--- config.mk ---
export PLATFORM = sky130hd
export DESIGN_NAME = gray_step_ctrl
export DESIGN_NICKNAME = d
export VERILOG_FILES = /design/src/rtl/gray_step_ctrl.sv
export SDC_FILE = /design/constraint.sdc
export NUM_CORES = 1
export LEC_CHECK = 0
export ABC_AREA = 1
export ABC_CLOCK_PERIOD_IN_PS = 1220
export BUFFER_PORTS_ARGS = -buffer_cell sky130_fd_sc_hd__clkbuf_2
export CAP_MARGIN = 20
export CORE_ASPECT_RATIO = 0.8
export CORE_UTILIZATION = 30
export DETAILED_ROUTE_END_ITERATION = 8
export PLACE_DENSITY_LB_ADDON = 0.1
export REMOVE_ABC_BUFFERS = 1
export SKIP_LAST_GASP = 1
export SLEW_MARGIN = 30
export SYNTH_ARGS = -nofsm -noshare
export SYNTH_HDL_FRONTEND = slang
export SYNTH_SLANG_ARGS = --single-unit
export TNS_END_PERCENT = 50
--- constraint.sdc ---
create_clock -name CLK -period 1.22 [get_ports CLK]
set_input_delay 0 -clock CLK [delete_from_list [all_inputs] [get_ports CLK]]
set_output_delay 0 -clock CLK [all_outputs]
set_load 0.01 [all_outputs]
--- src/rtl/gray_step_ctrl.sv ---
// gray_step_ctrl
//   Command-driven Gray-code stepper. On an accepted START it walks a W-bit
//   position a commanded number of steps up or down, one step per cycle,
//   pausing while HOLD is high and terminating early on ABORT.
//
// Ports
//   CLK      clock, all state updates on the rising edge
//   RESET_N  synchronous active-low reset
//   START    command strobe, sampled only in IDLE
//   DIR      1 = up, 0 = down, sampled with START
//   STEPS    number of steps to perform, sampled with START
//   HOLD     freeze stepping while running
//   ABORT    terminate the command (back to IDLE, no DONE)
//   CLR      zero the position while idle
//   BUSY     high while running
//   DONE     one-cycle pulse on normal completion
//   STEP     one-cycle pulse in each cycle Y shows a new value
//   WRAP     one-cycle pulse with a STEP that crossed the modulo boundary
//   Y        Gray-coded position, bin ^ (bin >> 1)
module gray_step_ctrl #(
    parameter int unsigned W     = 3,
    parameter int unsigned CNT_W = 8
) (
    input  logic             CLK,
    input  logic             RESET_N,
    input  logic             START,
    input  logic             DIR,
    input  logic [CNT_W-1:0] STEPS,
    input  logic             HOLD,
    input  logic             ABORT,
    input  logic             CLR,
    output logic             BUSY,
    output logic             DONE,
    output logic             STEP,
    output logic             WRAP,
    output logic [W-1:0]     Y
);

    localparam logic [1:0] IDLE = 2'd0;
    localparam logic [1:0] RUN  = 2'd1;
    localparam logic [1:0] FIN  = 2'd2;

    logic [1:0]       state_q, state_d;
    logic [W-1:0]     bin_q, bin_d;
    logic [CNT_W-1:0] rem_q, rem_d;
    logic             dir_q, dir_d;
    logic             step_q, step_d;
    logic             wrap_q, wrap_d;

    always_comb begin
        state_d = state_q;
        bin_d   = bin_q;
        rem_d   = rem_q;
        dir_d   = dir_q;
        step_d  = 1'b0;
        wrap_d  = 1'b0;

        case (state_q)
            IDLE: begin
                if (ABORT) begin
                    // Abort in IDLE swallows any coincident START.
                    state_d = IDLE;
                end else if (START) begin
                    if (STEPS != '0) begin
                        dir_d   = DIR;
                        rem_d   = STEPS;
                        state_d = RUN;
                    end else begin
                        // Zero-length command completes immediately.
                        state_d = FIN;
                    end
                end else if (CLR) begin
                    bin_d = '0;
                end
            end
            RUN: begin
                if (ABORT) begin
                    rem_d   = '0;
                    state_d = IDLE;
                end else if (!HOLD) begin
                    if (dir_q) begin
                        bin_d  = bin_q + W'(1);
                        wrap_d = (bin_q == {W{1'b1}});
                    end else begin
                        bin_d  = bin_q - W'(1);
                        wrap_d = (bin_q == '0);
                    end
                    step_d = 1'b1;
                    // rem is never zero in RUN, so this cannot underflow.
                    rem_d  = rem_q - CNT_W'(1);
                    if (rem_q == CNT_W'(1)) begin
                        state_d = FIN;
                    end
                end
            end
            FIN: begin
                state_d = IDLE;
            end
            default: begin
                state_d = IDLE;
            end
        endcase
    end

    always_ff @(posedge CLK) begin
        if (!RESET_N) begin
            state_q <= IDLE;
            bin_q   <= '0;
            rem_q   <= '0;
            dir_q   <= 1'b0;
            step_q  <= 1'b0;
            wrap_q  <= 1'b0;
        end else begin
            state_q <= state_d;
            bin_q   <= bin_d;
            rem_q   <= rem_d;
            dir_q   <= dir_d;
            step_q  <= step_d;
            wrap_q  <= wrap_d;
        end
    end

    assign BUSY = (state_q == RUN);
    assign DONE = (state_q == FIN);
    assign STEP = step_q;
    assign WRAP = wrap_q;
    // Built only from registered bin, so Y never glitches within a cycle.
    assign Y    = bin_q ^ (bin_q >> 1);

endmodule

==> summary.md, run 1 <==
| Metric | Value |
|---|---|
| Slew margin rel. | 0.801 |
| Post-synthesis mux area share | 0 |
| Worst reg2reg path depth | 7 |
| Vias in the first global route | 1076 |
| R2R Path End | rem_q[5]$_SDFFE_PN0P_ |
| Setup violators final | 8 |
| Fin nets | 241 |
| Top cells by area, synth | dfxtp_1 29%, nand2_1 16%, nor2_1 14% |
| Clk pin slew, worst setup/hold paths | 0.07 ns |
| IO buf count | 21 |
| GRT overflow | 0 |
| Cell family with most CP delay | simple AND/OR/NAND/NOR gates |
| VDD IR max | 479 uV |
| Post-synth top area share | 0.288 |
| Crit path time final | 1.24 ns |
| CTS Buf Count | 3 |
| Outcome | finished, violations left |
| Cells along the critical path | inv_2, nor2_4, nor2_2, nor2_4, nand3_4, nor2_1, nor2_1 |
| R2r setup slk | -0.02 ns |
| F_max | 804 MHz |
| Leak pwr | 0.000787 uW |
| GR peak layer | met2 |
| Post-synthesis compound-gate area fraction | 0.0719 |
| Max cap viols | 0 |
| Area share of fa/ha/maj cells after synthesis | 0.0629 |
| Post-synthesis register bit count | 16 |
| Placed cell area | 1350 um^2 |
| # IOs | 22 |
| Via Count | 1171 |
| Die height | 56.5 um |
| Initial Utilization | 0.319 |
| Num rows | 19 |
| Setup Skew | 0.00155 ns |
| Layout cells sized above 1 | 0.286 |
| Sequential cell area | 328 um^2 |
| Power per Cell Area | 1080 nW/um^2 |
| DP Wirelength | 2190 um |
| Final hold vios | 0 |
| Yosys warns | 0 |
| Routability congestion estimate | 0.824 |
| CP peak stage delay | 0.38 ns |
| Buf/Inv on CP | 1 |
| Area growth from synthesis to layout | 33.3% |
| Skew-Pair Late Insertion Delay | 0.25 ns |
| Worst setup path endpoint | rem_q[5]$_SDFFE_PN0P_ |
| Longest Clk Path Bufs | 2 |
| Total GRT Usage | 0.157 |
| CTS tree | built |
| Footprint of the multi-input gates | 729 um^2 |
| Die ar. | 3960 um^2 |
| Post-route setup slack | -0.0239 ns |
| RR Startpoint | state_q[0]$_SDFFE_PN0P_ |
| Crit Path Category | reg2reg |
| HP Class | in2reg |
| Slew Limit Fails | 0 |
| Setup crit start | state_q[0]$_SDFFE_PN0P_ |
| # diodes | 0 |
| Antenna violations before repair | 0 |
| RSZ-0062 raised after global routing | true |
| Drt first pass iters | 4 |
| Residual DRC count | 0 |
| Commonest non-fill, non-tap cell in the layout | nand2_1 |
| Leading area contributor after synthesis | dfxtp_1 |
| Type of origin of the critical path | register |
| Clk sinks | 16 |
| Area share of and/or/nand/nor cells after synthesis | 0.453 |
| CP max FO | 8 |
| # fillers | 379 |
| Avg Inst Size Synth | 6.12 um^2 |
| Total Power | 1600 uW |
| Violated checks | setup timing |
| Largest family of logic cells by synthesized area | simple AND/OR/NAND/NOR gates |
| Worst Max-Slew Pin Slew | 0.298 ns |
| Die X | 70.1 um |
| Met3 Use GR | 0.0395 |
| Sequential-to-total area share from yosys stat | 0.288 |
| Antenna viol nets, final | 0 |
| Design area | 1480 um^2 |
| Most frequent cells in the layout | 44 x nand2_1, 40 x nor2_1, 22 x inv_1, 21 x clkbuf_2, 15 x buf_4 |
| WL/cell | 11.1 um |
| Critical Path Stages | 7 |
| Gate Count Post-Synth | 182 |
| Initial DRC count | 70 |
| Xor/xnor cell area share of the yosys netlist | 0.0157 |
| Root Driver | clkbuf_8 |
| Via-to-Cell Ratio | 4.47 |
| Synth Cell Area | 1110 um^2 |
| Synth unique cells | 24 |
| Critical Path End Type | register |
| Critical Path RT | 1.37 ns |
| First-pass GRT wire length | 4840 um |
| Core area | 3490 um^2 |
| HP Start | START |
| Tcrit/Tclk final | 1.02 |
| Met1 Use GR | 0.218 |
| H-Tree Depth | 1 |
| Global routing usage on met2 | 0.245 |
| Worst-path cell with the longest stage delay | dfxtp_4 |
| Pin count of the biggest net entering global routing | 14 |
| Critical Path AT | 1.39 ns |
| Routed wire length | 2910 um |
flip-flops by register name, summed over array words and instances (netlist names):
register / flops
dir_q: 1
STEP: 1
WRAP: 1
bin_q: 3
state_q: 2
rem_q: 8
logic make-up after synthesis:
| kind of cell | after synthesis |
|---|---|
| adders and majority gates | 5 |
| DFF | 16 |
| and+or+nand+nor | 116 |
| buffers and inverters | 28 |
| AOI/OAI and AO/OA | 15 |
| xor gates and xnor gates | 2 |
Yosys cell counts:
cell	n
nand2_1	48
nor2_1	42
inv_1	24
dfxtp_1	16
nand3_1	10
o21ai_0	8
a21oi_1	5
nand4_1	5
ha_1	4
nand2_2	3
nor2_2	3
buf_4	2
buf_2	1
buf_6	1
fa_1	1
nand3_4	1
nand3b_1	1
nor2_4	1
nor3_1	1
o21a_1	1
o21bai_1	1
or2_2	1
xnor2_1	1
xor2_1	1
worst min-delay path by stage:
stage | end | slack (ns) | depth (start not counted)
floorplan | rem_q[2]$_SDFFE_PN0P_ | 0.12 | 2
global placement | state_q[1]$_SDFFE_PN0P_ | 0.32 | 4
detailed placement | state_q[1]$_SDFFE_PN0P_ | 0.33 | 4
CTS | state_q[0]$_SDFFE_PN0P_ | 0.05 | 3
global route | state_q[0]$_SDFFE_PN0P_ | 0.07 | 3
finish | state_q[0]$_SDFFE_PN0P_ | 0.06 | 3
layer usage:
layer  share of wire  vias up
met3           0.040        2
li1                -      643
met5               0        -
met2            0.43       23
met4          0.0055        0
met1            0.52      503
area by class of cell:
class	instances	area share
inverters	24	0.0607
clock buffers	4	0.0371
flip-flops and latches	16	0.221
multi-input cells	139	0.492
repair buffers	37	0.154
well taps	42	0.0354
where the power goes:
group          internal [uW]  total, uW  switching [uW]  leakage (uW)
sequential               562        601            38.4      0.000133
combinational            220        510             290      0.000625
clock                    287        489             202     0.0000288
worst min-delay path: cells and delay by family:
family / cells / cell delay [ns]
simple gates: 1 / 0.10
compound gates: 1 / 0.07
buf+inv: 1 / 0.10
metrics by stage:
stage / util / std cells / worst slack (ns) / setup TNS [ns] / hold slack, ns
floorplan: - / 178 / -0.130 / -1.28 / 0.120
global placement: 0.385 / 255 / -0.0761 / -0.626 / 0.321
detailed placement: 0.385 / 255 / -0.136 / -1.18 / 0.333
CTS: 0.422 / 262 / -0.0246 / -0.0919 / 0.0539
global route: 0.425 / 262 / -0.130 / -1.17 / 0.0729
finish: 0.425 / 262 / -0.0239 / -0.0849 / 0.0614
timing repair:
item,4_1_cts,5_1_grt
hold buffers,0,0
gates resized for setup,16,5
hold endpoints to repair,0,0
gates cloned,1,0
setup endpoints to repair,13,15
setup buffers,2,0
pin swaps,11,3
Power figures use the tool's default switching activity.
==> run 2: changes to the inputs <==
--- a/config.mk
+++ b/config.mk
@@ -10,9 +10,9 @@
 export BUFFER_PORTS_ARGS = -buffer_cell sky130_fd_sc_hd__clkbuf_2
 export CAP_MARGIN = 20
 export CORE_ASPECT_RATIO = 0.8
-export CORE_UTILIZATION = 30
+export CORE_UTILIZATION = 48
 export DETAILED_ROUTE_END_ITERATION = 8
-export PLACE_DENSITY_LB_ADDON = 0.1
+export PLACE_DENSITY_LB_ADDON = 0.25
 export REMOVE_ABC_BUFFERS = 1
 export SKIP_LAST_GASP = 1
 export SLEW_MARGIN = 30
==> summary.md, run 2 (synthesis results as in run 1) <==
| Metric | Value |
|---|---|
| Most frequent cells in the layout | 45 x nand2_1, 38 x nor2_1, 21 x clkbuf_2, 20 x inv_1, 14 x dfxtp_1 |
| Power Internal | 955 uW (-11%) |
| # IOs | 22 (unchanged) |
| Placed cell area | 1300 um^2 (-3.3%) |
| Met1 Use GR | 0.347 (+0.129) |
| Biggest register | rem_q |
| Worst Max-Slew Pin Slew | 0.287 ns (-0.0110 ns) |
| Clock group share of total power | 0.248 (-0.058) |
| Met3 Use GR | 0.0516 (+0.0121) |
| Max reg flops | 8 (unchanged) |
| Via-to-Cell Ratio | 5.00 (+12%) |
| RR Startpoint | state_q[1]$_SDFFE_PN0P_ |
| First-pass GRT wire length | 4910 um (+1.4%) |
| Design area | 1450 um^2 (-2.6%) |
| Leak pwr | 0.000772 uW (-1.9%) |
| Longest Clk Path Bufs | 2 (unchanged) |
| Die X | 55.9 um (-20%) |
| Initial Utilization | 0.511 (+0.193) |
| Flop pwr share | 0.410 (+0.034) |
| Num rows | 15 (-4) |
| Max cap viols | 0 (unchanged) |
| Setup tns final | -0.182 ns (-0.0969 ns) |
| WL/cell | 11.8 um (+6.6%) |
| Worst-path cell with the longest stage delay | dfxtp_4 |
| Die ar. | 2520 um^2 (-36%) |
| Worst Hold Path Cells | 4 (+1) |
| Critical Path RT | 1.41 ns (+0.04 ns) |
| Antenna viol nets, final | 0 (unchanged) |
| Clk sinks | 16 (unchanged) |
| Global routing usage on met2 | 0.417 (+0.172) |
| DP Wirelength | 2070 um (-5.7%) |
| Core area | 2180 um^2 (-38%) |
| Routed wire length | 2880 um (-1.1%) |
| Type of origin of the critical path | register |
| Tcrit/Tclk final | 1.04 (+0.0170) |
| Vias in the first global route | 1118 (+3.9%) |
| H-Tree Depth | 1 (unchanged) |
| VDD IR max | 781 uV (+63%) |
| Violated checks | setup timing |
| Crit Path Category | reg2reg |
| Via Count | 1215 (+3.8%) |
| Layout cells sized above 1 | 0.289 (+0.00263) |
| Cells along the critical path | nor2_2, nor2_2, nor2_4, nand3_4, nor2_1, nor2_1 |
| Worst Hold End | STEP$_SDFF_PP0_ |
| Util after Layout | 0.664 (+0.239) |
| HP Class | in2reg |
| R2R Path End | rem_q[2]$_SDFFE_PN0P_ |
| RSZ-0062 raised after global routing | true |
| F_max | 791 MHz (-1.6%) |
| Dpl ws | -0.113 ns (+0.0223 ns) |
| Top Registers | rem_q x8, bin_q x3, state_q x2 |
| Routability congestion estimate | 0.876 (+6.4%) |
| Area growth from synthesis to layout | 29.8% |
| Power per Cell Area | 1020 nW/um^2 (-5.5%) |
| Commonest non-fill, non-tap cell in the layout | nand2_1 |
| Pin count of the biggest net entering global routing | 14 (unchanged) |
| Antenna violations before repair | 0 (unchanged) |
| Logic pwr share | 0.342 (+0.023) |
| Net Sw Frac | 0.351 (+0.0197) |
| GR peak layer | met2 |
| CTS tree | built |
| Switching Power | 517 uW (-2.5%) |
| Outcome | finished, violations left |
| Slew margin rel. | 0.809 (+0.00730) |
| Setup Skew | 0.0119 ns (+0.0104 ns) |
| Post-route setup slack | -0.0447 ns (-0.0208 ns) |
| GRT overflow | 0 (unchanged) |
| Drt first pass iters | 4 (unchanged) |
| HP Start | HOLD |
| Skew-Pair Late Insertion Delay | 0.30 ns (+0.05 ns) |
| Initial DRC count | 50 (-29%) |
| Root Driver | clkbuf_4 |
| Critical Path AT | 1.45 ns (+0.06 ns) |
| R2r setup slk | -0.04 ns (-0.02 ns) |
| Total Power | 1470 uW (-8.0%) |
| # diodes | 0 (unchanged) |
| Slew Limit Fails | 0 (unchanged) |
| IO buf count | 21 (unchanged) |
| Critical Path End Type | register |
| Final hold vios | 0 (unchanged) |
| Clk pin slew, worst setup/hold paths | 0.11 ns (+0.04 ns) |
| Fin nets | 239 (-0.83%) |
| CP max FO | 8 (unchanged) |
| Worst reg2reg path depth | 6 (-1) |
| CP peak stage delay | 0.39 ns (about the same) |
| Total GRT Usage | 0.258 (+0.101) |
| Setup violators final | 9 (+1) |
| Crit path time final | 1.26 ns (+0.0208 ns) |
| CTS Buf Count | 3 (unchanged) |
| Residual DRC count | 0 (unchanged) |
| Die height | 45.1 um (-20%) |
[run 2: metal layers]
layer,routed length (um),share of wire
met1,1380,0.48
met2,1360,0.47
met3,83,0.029
met4,55,0.019
met5,0,0
[run 2: power by group through the flow]
stage	Combinational [uW]	Sequential [uW]	Clock, uW
2_1_floorplan	298	607	0
3_3_place_gp	426	611	0
3_5_place_dp	441	612	0
4_1_cts	479	601	372
5_1_grt	578	610	385
6_report	503	603	366
[run 2: critical path, delay by kind of cell (launching register included)]
| kind | cells | cell delay [ns] |
|---|---|---|
| and+or+nand+nor | 6 | 0.76 |
| DFF | 1 | 0.39 |
[run 2: worst max path at each step]
| stage | from | to | slack, ns | cells past startpoint |
|---|---|---|---|---|
| after global routing | rem_q[2]$_SDFFE_PN0P_ | rem_q[7]$_SDFFE_PN0P_ | -0.16 | 8 |
| after CTS | bin_q[0]$_SDFFE_PN0P_ | Y[0] | -0.02 | 4 |
| final | state_q[1]$_SDFFE_PN0P_ | rem_q[2]$_SDFFE_PN0P_ | -0.04 | 6 |
| after global placement | state_q[1]$_SDFFE_PN0P_ | rem_q[6]$_SDFFE_PN0P_ | -0.04 | 7 |
| after detailed placement | state_q[1]$_SDFFE_PN0P_ | rem_q[1]$_SDFFE_PN0P_ | -0.11 | 7 |
| after floorplan | state_q[1]$_SDFFE_PN0P_ | rem_q[3]$_SDFFE_PN0P_ | -0.13 | 7 |
[run 2: stage by stage]
| stage | hold slack (ns) | std cells |
|---|---|---|
| 2_1_floorplan | 0.120 | 178 |
| 3_3_place_gp | 0.316 | 235 |
| 3_5_place_dp | 0.315 | 235 |
| 4_1_cts | 0.0238 | 242 |
| 5_1_grt | 0.0430 | 243 |
| 6_report | 0.0321 | 243 |
[run 2: cell type report]
| type | count | area [um^2] |
|---|---|---|
| tap | 25 | 31.3 |
| inverter | 24 | 92.6 |
| fill | 199 | 732 |
| sequential | 16 | 328 |
| timing repair buffer | 35 | 220 |
| multi-input combinational | 139 | 737 |
| clock buffer | 4 | 36.3 |
[run 2: timing repair]
item,in CTS,in global routing
setup buffers,1,1
cloned,1,0
pin swaps,4,2
hold buffers,1,0
setup endpoints to repair,14,15
resized for setup,22,5
hold endpoints to repair,1,0
==> run 3: changes to the inputs <==
--- a/config.mk
+++ b/config.mk
@@ -9,7 +9,7 @@
 export ABC_CLOCK_PERIOD_IN_PS = 1220
 export BUFFER_PORTS_ARGS = -buffer_cell sky130_fd_sc_hd__clkbuf_2
 export CAP_MARGIN = 20
-export CORE_ASPECT_RATIO = 0.8
+export CORE_ASPECT_RATIO = 1.2
 export CORE_UTILIZATION = 48
 export DETAILED_ROUTE_END_ITERATION = 8
 export PLACE_DENSITY_LB_ADDON = 0.25
==> summary.md, run 3 (synthesis results as in run 1) <==
| Metric | Value |
|---|---|
| Die X | 46.0 um (-18%) |
| Residual DRC count | 0 (unchanged) |
| Final hold vios | 0 (unchanged) |
| Critical Path RT | 1.46 ns (+0.05 ns) |
| Commonest non-fill, non-tap cell in the layout | nand2_1 |
| Vias in the first global route | 1088 (-2.7%) |
| Die height | 54.8 um (+21%) |
| Crit path time final | 1.27 ns (+0.00832 ns) |
| Buf/Inv on CP | 1 (+1) |
| CTS tree | built |
| Initial Utilization | 0.526 (+0.0145) |
| First-pass GRT wire length | 4500 um (-8.3%) |
| Setup Skew | 0.00259 ns (-0.00931 ns) |
| Worst-path cell with the longest stage delay | dfxtp_2 |
| Routed wire length | 2820 um (-2.1%) |
| Critical Path End Type | register |
| CP peak stage delay | 0.35 ns (-0.04 ns) |
| Outcome | finished, violations left |
| Most frequent cells in the layout | 43 x nand2_1, 40 x nor2_1, 24 x inv_1, 21 x clkbuf_2 |
| VDD IR max | 877 uV (+12%) |
| Num rows | 18 (+3) |
| Slew Limit Fails | 0 (unchanged) |
| Post-route setup slack | -0.0531 ns (-0.00832 ns) |
| Critical Path AT | 1.52 ns (+0.07 ns) |
| Cells along the critical path | buf_6, nor2_4, nor2_2, nor2_4, nand3_4, nand2_2, nand2_1, nor2_1 |
| Top Registers | rem_q x8, bin_q x3, state_q x2 |
| Pin count of the biggest net entering global routing | 14 (unchanged) |
| Leak pwr | 0.000786 uW (+1.8%) |
| IO buf count | 21 (unchanged) |
| Max cap viols | 0 (unchanged) |
| Routability congestion estimate | 0.915 (+4.4%) |
| HP Class | in2reg |
| Max reg flops | 8 (unchanged) |
| Longest Clk Path Bufs | 2 (unchanged) |
| Core area | 2120 um^2 (-2.8%) |
| Die ar. | 2520 um^2 (about the same) |
| GRT overflow | 0 (unchanged) |
| Crit Path Category | reg2reg |
| Initial DRC count | 34 (-32%) |
| Layout cells sized above 1 | 0.276 (-0.0130) |
| Inst Count DP | 242 (+3.0%) |
| Drt first pass iters | 4 (unchanged) |
| Power per Cell Area | 1010 nW/um^2 (-0.96%) |
| RSZ-0062 raised after global routing | true |
| # IOs | 22 (unchanged) |
| Setup violators final | 9 (unchanged) |
| Worst hold margin | 0.00835 ns (-0.0238 ns) |
| Final non-filler cell total | 251 (+3.3%) |
| Worst Max-Slew Pin Slew | 0.279 ns (-0.00779 ns) |
| Skew-Pair Late Insertion Delay | 0.30 ns (about the same) |
| Tcrit/Tclk final | 1.04 (+0.00682) |
| Via-to-Cell Ratio | 4.96 (-0.72%) |
| Fin nets | 242 (+1.3%) |
| # diodes | 0 (unchanged) |
| CTS Buf Count | 3 (unchanged) |
| Root Driver | clkbuf_4 |
| Total GRT Usage | 0.255 (-0.00249) |
| Util after Layout | 0.696 (+0.0318) |
| Area growth from synthesis to layout | 32.2% |
| Type of origin of the critical path | register |
| Clk pin slew, worst setup/hold paths | 0.10 ns (about the same) |
| Biggest register | rem_q |
| Clk sinks | 16 (unchanged) |
| Worst path most repeated cell | nor2_4 |
| Antenna violations before repair | 0 (unchanged) |
| Slew margin rel. | 0.814 (+0.00519) |
| F_max | 786 MHz (-0.65%) |
| Via Count | 1246 (+2.6%) |
| Antenna viol nets, final | 0 (unchanged) |
| Cell family with most CP delay | simple AND/OR/NAND/NOR gates |
| CP max FO | 8 (unchanged) |
| Violated checks | setup timing |
| H-Tree Depth | 1 (unchanged) |
| WL/cell | 11.2 um (-5.2%) |
| DP Wirelength | 2020 um (-2.1%) |
run 3: cell count changes in the layout (fill, tap and decap cells not counted), moves of 2 or more:
| cell | previous run | this run |
|---|---|---|
| nand2_1 | 45 | 43 |
| inv_1 | 20 | 24 |
| inv_2 | 3 | 0 |
| nor2_2 | 5 | 2 |
| nand2_2 | 5 | 7 |
| buf_4 | 11 | 14 |
| nor2_1 | 38 | 40 |
run 3: repair_timing:
action / CTS / global route
setup buffers: 2 / 0
endpoints found under the hold margin: 2 / 0
gates resized for setup: 14 / 6
endpoints found under the setup margin: 9 / 15
hold buffers: 2 / 0
pin swaps: 7 / 5
cloned: 1 / 0
run 3: metrics by stage:
| stage | worst slack, ns | total power [uW] | TNS, ns | area (um^2) |
|---|---|---|---|---|
| floorplan | -0.130 | 904 | -1.28 | 1080 |
| global placement | -0.0138 | 1050 | -0.0298 | 1320 |
| detailed placement | -0.0800 | 1060 | -0.453 | 1320 |
| CTS | -0.0414 | 1470 | -0.0821 | 1440 |
| global route | -0.158 | 1590 | -1.29 | 1470 |
| finish | -0.0531 | 1490 | -0.299 | 1470 |
run 3: where the power goes:
part / total [uW] / switching, uW / internal [uW]
clock: 373 / 190 / 182
sequential: 600 / 36.0 / 564
combinational: 514 / 293 / 220
run 3: worst register-to-register path, delay by kind of cell (launching register included):
family / cells / cell delay [ns]
AND/OR/NAND/NOR: 7 / 0.74
buffers and inverters: 1 / 0.13
flip-flops: 1 / 0.35
run 3: worst paths after layout:
| check | start | end | slack, ns | cells past startpoint |
|---|---|---|---|---|
| worst min-delay path | HOLD | STEP$_SDFF_PP0_ | 0.008 | 4 |
| worst max register to register | state_q[1]$_SDFFE_PN0P_ | rem_q[0]$_SDFFE_PN0P_ | -0.05 | 8 |
| worst min register to register | rem_q[7]$_SDFFE_PN0P_ | rem_q[7]$_SDFFE_PN0P_ | 0.58 | 4 |
| worst max-delay path | state_q[1]$_SDFFE_PN0P_ | rem_q[0]$_SDFFE_PN0P_ | -0.05 | 8 |
run 3: area by class of cell:
class | instances | area, um^2
Clock buffer | 4 | 36.3
Fill cell | 203 | 644
Inverter | 24 | 90.1
Multi-Input combinational cell | 139 | 742
Sequential cell | 16 | 325
Tap cell | 30 | 37.5
Timing Repair Buffer | 38 | 241
run 3: routing by layer:
metal / wire length, um / track usage
met1: 1190 / 0.286
met2: 1450 / 0.462
met3: 106 / 0.0396
met4: 75 / 0.118
met5: 0 / 0
